===== src/rtl/load_store_unit.sv =====
`default_nettype none
// ============================================================================
// Module  : load_store_unit
// Brief   : Load/store unit with alignment and range checks. Sub-doubleword
//           stores are done by read-modify-write on a 64-bit data memory.
// Rev     : 1.0
// ============================================================================
module load_store_unit #(
  parameter int DEPTH = 64
) (
  input  logic        CLK,
  input  logic        RST_N,
  input  logic        REQ_VALID,
  output logic        REQ_READY,
  input  logic        REQ_WRITE,
  input  logic [1:0]  REQ_SIZE,
  input  logic        REQ_SIGNED,
  input  logic [63:0] REQ_ADDR,
  input  logic [63:0] REQ_WDATA,
  output logic        RSP_VALID,
  input  logic        RSP_READY,
  output logic [63:0] RSP_DATA,
  output logic        RSP_ERR,
  output logic        MEM_READ,
  output logic        MEM_WRITE,
  output logic [63:0] MEM_ADDR,
  output logic [63:0] MEM_WR_DATA,
  input  logic [63:0] MEM_RD_DATA
);

  typedef enum logic [1:0] {
    IDLE  = 2'd0,
    READ  = 2'd1,
    WRITE = 2'd2,
    RESP  = 2'd3
  } state_t;

  state_t      r_state;
  state_t      w_next;

  logic        r_write;
  logic [1:0]  r_size;
  logic        r_signed;
  logic [63:0] r_addr;
  logic [63:0] r_wdata;
  logic [63:0] r_word;
  logic [63:0] r_rsp_data;
  logic        r_err;

  logic        w_misaligned;
  logic        w_in_range;
  logic        w_legal;
  logic        w_accept;
  logic [5:0]  w_shift;
  logic [63:0] w_size_mask;
  logic [63:0] w_rd_shifted;
  logic [63:0] w_load_data;
  logic [63:0] w_merged;

  always_comb begin
    w_misaligned = 1'b0;
    case (REQ_SIZE)
      2'b01:   w_misaligned = REQ_ADDR[0];
      2'b10:   w_misaligned = |REQ_ADDR[1:0];
      2'b11:   w_misaligned = |REQ_ADDR[2:0];
      default: w_misaligned = 1'b0;
    endcase
  end

  assign w_in_range = (REQ_ADDR[63:3] < 61'(DEPTH));
  assign w_legal    = !w_misaligned && w_in_range;
  assign w_accept   = (r_state == IDLE) && REQ_VALID;

  // Byte lane offset and size mask of the registered request
  assign w_shift = {r_addr[2:0], 3'b000};

  always_comb begin
    w_size_mask = '1;
    case (r_size)
      2'b00:   w_size_mask = 64'h0000_0000_0000_00FF;
      2'b01:   w_size_mask = 64'h0000_0000_0000_FFFF;
      2'b10:   w_size_mask = 64'h0000_0000_FFFF_FFFF;
      default: w_size_mask = '1;
    endcase
  end

  assign w_rd_shifted = MEM_RD_DATA >> w_shift;

  always_comb begin
    w_load_data = w_rd_shifted;
    case (r_size)
      2'b00:   w_load_data = {{56{r_signed & w_rd_shifted[7]}},  w_rd_shifted[7:0]};
      2'b01:   w_load_data = {{48{r_signed & w_rd_shifted[15]}}, w_rd_shifted[15:0]};
      2'b10:   w_load_data = {{32{r_signed & w_rd_shifted[31]}}, w_rd_shifted[31:0]};
      default: w_load_data = w_rd_shifted;
    endcase
  end

  // A doubleword store has a full mask and zero shift, so it reduces to r_wdata
  assign w_merged = (r_word & ~(w_size_mask << w_shift)) |
                    ((r_wdata & w_size_mask) << w_shift);

  always_ff @(posedge CLK or negedge RST_N) begin
    if (!RST_N) r_state <= IDLE;
    else        r_state <= w_next;
  end

  always_comb begin
    w_next      = r_state;
    REQ_READY   = 1'b0;
    RSP_VALID   = 1'b0;
    RSP_DATA    = '0;
    RSP_ERR     = 1'b0;
    MEM_READ    = 1'b0;
    MEM_WRITE   = 1'b0;
    MEM_ADDR    = '0;
    MEM_WR_DATA = '0;
    case (r_state)
      IDLE: begin
        REQ_READY = 1'b1;
        if (REQ_VALID) begin
          if (!w_legal)                             w_next = RESP;
          else if (REQ_WRITE && REQ_SIZE == 2'b11)  w_next = WRITE;
          else                                      w_next = READ;
        end
      end
      READ: begin
        MEM_READ = 1'b1;
        MEM_ADDR = {3'b000, r_addr[63:3]};
        w_next   = r_write ? WRITE : RESP;
      end
      WRITE: begin
        MEM_WRITE   = 1'b1;
        MEM_ADDR    = {3'b000, r_addr[63:3]};
        MEM_WR_DATA = w_merged;
        w_next      = RESP;
      end
      RESP: begin
        RSP_VALID = 1'b1;
        RSP_DATA  = r_rsp_data;
        RSP_ERR   = r_err;
        MEM_ADDR  = {3'b000, r_addr[63:3]};
        if (RSP_READY) w_next = IDLE;
      end
      default: w_next = IDLE;
    endcase
  end

  always_ff @(posedge CLK or negedge RST_N) begin
    if (!RST_N) begin
      r_write    <= 1'b0;
      r_size     <= 2'b00;
      r_signed   <= 1'b0;
      r_addr     <= '0;
      r_wdata    <= '0;
      r_word     <= '0;
      r_rsp_data <= '0;
      r_err      <= 1'b0;
    end else begin
      if (w_accept) begin
        r_write    <= REQ_WRITE;
        r_size     <= REQ_SIZE;
        r_signed   <= REQ_SIGNED;
        r_addr     <= REQ_ADDR;
        r_wdata    <= REQ_WDATA;
        r_word     <= '0;
        r_rsp_data <= '0;
        r_err      <= !w_legal;
      end
      if (r_state == READ) begin
        if (r_write) r_word     <= MEM_RD_DATA;
        else         r_rsp_data <= w_load_data;
      end
    end
  end

endmodule
`default_nettype wire


===== config.mk =====
export PLATFORM = sky130hd
export DESIGN_NAME = load_store_unit
export DESIGN_NICKNAME = d
export VERILOG_FILES = /design/src/rtl/load_store_unit.sv
export SDC_FILE = /design/constraint.sdc
export NUM_CORES = 1
export LEC_CHECK = 0
export CAP_MARGIN = 10
export CORE_UTILIZATION = 50
export CTS_CLUSTER_DIAMETER = 150
export DETAILED_ROUTE_END_ITERATION = 7
export PLACE_DENSITY = 0.87
export SYNTH_ARGS = -nofsm -noshare
export SYNTH_HDL_FRONTEND = slang
export SYNTH_SLANG_ARGS = --single-unit

===== constraint.sdc =====
create_clock -name CLK -period 2.8 [get_ports CLK]
set_input_delay 0.42 -clock CLK [delete_from_list [all_inputs] [get_ports CLK]]
set_output_delay 0.42 -clock CLK [all_outputs]
set_load 0.01 [all_outputs]

==> impl_metrics.csv, run 1 <==
group,metric,value,unit
finish,seqCellArea,0.00659,mm²
floorplanning,initial_core_util,0.510,
yosys,netlist_top_cells_area,"sky130_fd_sc_hd__dfrtp_1 (43%), sky130_fd_sc_hd__mux2_2 (12%), sky130_fd_sc_hd__nor2b_1 (4.3%), sky130_fd_sc_hd__a22o_1 (4.2%), sky130_fd_sc_hd__a21oi_1 (4.1%)",
critical_path,maximum_fanout_count_along_the_critical_path,8,
power_and_ir_drop,p_int,18.2,mW
yosys,synth-seq-cells,263,
floorplanning,floorplan.die.height,176,µm
floorplanning,io_pins,397,
yosys,yosysTopAreaCellShare,0.433,
timing,finalSetupViolCount,50,
place,place_congestion,1.03,
routing,drt-total-wl,68700,µm
routing,postRouteAntennaNets,0,
power_and_ir_drop,static-leakage-power,9.79,nW
critical_path,timing.critical_path.slowest_stage_cell,"sky130_fd_sc_hd__dfrtp_4",
critical_path,worst_ep_required_time,2380,ps
floorplanning,overall_die_width,176,µm
global_route,grt_max_degree,68,
power_and_ir_drop,clock_power_share,0.133,
yosys,syn_area_per_cell,9.96,µm²
finish,num_antenna_cells,0,
critical_path,path_class,"flip-flop to output pin",
critical_path,critPathArrivalTime,2740,ps
routing,detail_route.drc_violations,0,
timing,finalWorstPathRequiredPeriod,3160,ps
timing,worst_slew_pin_slew,800,ps
power_and_ir_drop,power.switching_fraction,0.427,
global_route,globalRouteOverflowTotal,0,
critical_path,reg2regPathDepth,10,
routing,vias,15800,
routing,dr.pass1.iters,6,
power_and_ir_drop,largest_voltage_drop_on_the_vdd_net,0.897,mV
timing,final_critical_path_setup_slack,-362,ps
yosys,dominantRegCellSynth,"sky130_fd_sc_hd__dfrtp_1",
routing,viasPerCell,6.47,
clock_tree,cts.htree.levels,1,
yosys,postSynthCellCount,1526,
finish,post_route_cells_drive_above_1_share,0.318,
timing,maxSlewViolCount,0,
critical_path,cpMostUsedCell,"sky130_fd_sc_hd__buf_12",
clock_tree,clkLatencyLatePin,580,ps
clock_tree,cts.sinks,263,
yosys,post_synth_most_frequent_cells,"sky130_fd_sc_hd__dfrtp_1 (263), sky130_fd_sc_hd__mux2_2 (163), sky130_fd_sc_hd__nand2_1 (136), sky130_fd_sc_hd__a21oi_1 (126), sky130_fd_sc_hd__nor2b_1 (105)",
global_route,grt_first_pass_wirelength,98700,µm
status,failed_checks,"negative setup slack",
timing,final.setup_skew,18.1,ps
clock_tree,clk_path_buf_depth,3,
clock_tree,tritoncts,"done",
yosys,synth_top_area_cell,"sky130_fd_sc_hd__dfrtp_1",
timing,max_freq,316,MHz
yosys,synth-edff-count,0,
timing,report.final.hold_viol_count,0,
critical_path,worstReg2RegEnd,"r_rsp_data[57]",
hold_path,hold_path.class,"input pin to async pin",
global_route,first_global_vias,15900,
finish,combined_area_of_the_multi_input_logic_cells,0.00893,mm²
finish,areaGrowthSynthToFinish,51.4,%
yosys,yosysUniqueCellTypes,59,
timing,rsz_0062_raised_after_global_routing,"yes",
yosys,synth_warnings,0,
timing,hold_ws,378,ps
finish,nFillCells,1947,
power_and_ir_drop,power.sequential.fraction,0.230,
power_and_ir_drop,switching_power,13.5,mW
timing,fin_crit_sh,1.13,
timing,worst_slew_margin_rel,0.467,
routing,routedWlPerCell,28.1,µm
power_and_ir_drop,power.combinational.fraction,0.637,
clock_tree,cts_made_buffers,29,
critical_path,path_cells,"buf_8, buf_12, buf_12, mux2i_2, o21ai_1, a222oi_1, buf_4, nor2b_1, buf_2",
finish,final_design_area_no_fill,0.0230,mm²
finish,finish.net_count,2239,
critical_path,r2r_start,"r_addr[0]",
run,max-cap-violations,0,
critical_path,r2r_slack,40,ps
place,dpl.hpwl,48500,µm
floorplanning,row_count,63,
power_and_ir_drop,power.total,31.7,mW
routing,drt_iter0_drc,2210,
floorplanning,floorplan.die_area,0.0311,mm²
power_and_ir_drop,powerDensity,1380,mW/mm²
critical_path,cp_peak_stage_delay,580,ps
global_route,groute.usage.overall,0.427,
yosys,synth_area,0.0152,mm²
critical_path,setup.worst_path.end_class,"output pin",
yosys,synth-seq-area-share,0.433,
yosys,synth-async-reset-ratio,1.00,
global_route,number_of_antenna_violations_at_the_first_check_in_global_routing,0,
critical_path,worstSetupStartpointType,"flip-flop",
timing,timing.setup.tns,-9850,ps
yosys,synth_most_common_cell,"sky130_fd_sc_hd__dfrtp_1",
place,placed_area,0.0204,mm²
status,status,"complete, but fails checks",
clock_tree,cts.clk_slew.worst_paths,60,ps
clock_tree,clk_root_buffer_cell,"sky130_fd_sc_hd__clkbuf_16",
place,placement.io_buffers,393,
floorplanning,core_region_area,0.0298,mm²
## how the worst max path moves through the flow
| stage | cells after the start | from | to |
|---|---|---|---|
| detailed placement | 8 | r_addr[0] | MEM_WR_DATA[54] |
| finish | 9 | r_addr[0] | MEM_WR_DATA[62] |
| global route | 9 | r_addr[0] | MEM_WR_DATA[61] |
| CTS | 9 | r_addr[0] | MEM_WR_DATA[61] |
| global placement | 9 | r_size[1] | MEM_WR_DATA[61] |
| floorplan | 7 | r_addr[0] | MEM_WR_DATA[54] |
## what timing repair did
item                                    CTS  global route
cloned                                    4             2
buffers inserted                         52            22
resized for setup                       459            86
hold buffers                              1             0
endpoints found under the setup margin  118            77
hold endpoints to repair                 60             0
pin swaps                                62            43
## state kept, by name (all words and copies together), names as in the netlist
register    cells
r_addr         64
r_err           1
r_rsp_data     64
r_signed        1
r_size          2
r_state         2
r_wdata        64
r_word         64
r_write         1
## through the flow
stage	worst slack (ps)	std cells	utilization
final	-362	2447	0.772
after global routing	-369	2447	0.772
after CTS	-273	2427	0.756
after detailed placement	-203	2322	0.685
after global placement	-302	2322	0.685
after floorplan	452	1528	-
## metal layers
metal | GRT usage | share of wire | vias up
met2 | 0.692 | 0.46 | 1220
met4 | 0.224 | 0.067 | 0
li1 | - | - | 6536
met3 | 0.0947 | 0.11 | 304
met5 | 0 | 0 | -
met1 | 0.535 | 0.36 | 7775
## kinds of logic after synthesis
kind of cell / count (synthesis) / share of synthesized area
other: 1 / 0.000247
buffers and inverters: 144 / 0.0413
multiplexers: 236 / 0.176
adder cells (fa/ha/maj): 4 / 0.00329
flip-flops: 263 / 0.433
AO/OA/AOI/OAI: 432 / 0.196
AND/OR/NAND/NOR: 446 / 0.150
## layout by cell type (no fill, tap or decap), types with 9 or more instances in the layout
cell                              instances
sky130_fd_sc_hd__buf_4                  136
sky130_fd_sc_hd__clkdlybuf4s50_1        328
sky130_fd_sc_hd__a21oi_1                122
sky130_fd_sc_hd__and2_1                  74
sky130_fd_sc_hd__a21boi_2                15
sky130_fd_sc_hd__a22oi_2                 16
sky130_fd_sc_hd__mux2_2                 155
sky130_fd_sc_hd__buf_2                   51
sky130_fd_sc_hd__o21ai_1                 15
sky130_fd_sc_hd__o21ai_2                  9
sky130_fd_sc_hd__a21oi_2                 12
sky130_fd_sc_hd__o21ai_0                 36
sky130_fd_sc_hd__buf_6                   53
sky130_fd_sc_hd__a221o_1                 18
sky130_fd_sc_hd__nand2_1                125
sky130_fd_sc_hd__dfrtp_1                259
sky130_fd_sc_hd__mux2_4                   9
sky130_fd_sc_hd__a22oi_1                 23
sky130_fd_sc_hd__buf_12                  24
sky130_fd_sc_hd__mux2i_1                 55
sky130_fd_sc_hd__nor4_1                  15
sky130_fd_sc_hd__clkinv_2                11
sky130_fd_sc_hd__nor2b_1                101
sky130_fd_sc_hd__nor3_2                  13
sky130_fd_sc_hd__a22o_1                  68
sky130_fd_sc_hd__a211oi_1                14
sky130_fd_sc_hd__o22ai_1                 10
sky130_fd_sc_hd__o21ai_4                 11
sky130_fd_sc_hd__clkbuf_16               31
sky130_fd_sc_hd__nor2_1                  52
## cell type report
cell class	count	area share
clock buffers	36	0.0340
multi-input cells	1121	0.388
clock inverters	17	0.0109
repair buffers	612	0.258
flip-flops and latches	263	0.287
well taps	390	0.0212
inverters	8	0.00152
## power by group through the flow
stage               combinational (mW)  sequential [mW]  clock, mW
floorplan                         9.17             6.36          0
global placement                  16.1             7.07          0
detailed placement                16.3             7.11          0
CTS                               18.6             7.10       4.21
global route                      21.1             7.36       4.36
finish                            20.2             7.29       4.20
## critical path: cells and delay by family, from the launching register on
family / cells / cell delay [ps]
AO/OA/AOI/OAI: 2 / 550
buffers and inverters: 5 / 770
flip-flops: 1 / 580
multiplexers: 1 / 200
AND/OR/NAND/NOR: 1 / 40
Note: power is estimated with default switching activity, not from simulation.
==> run 2, diff against run 1 <==
SLEW_MARGIN = 0   (was default)
==> results of run 2 <==
No change in the layout: final DEF, timing and power equal those of run 1.
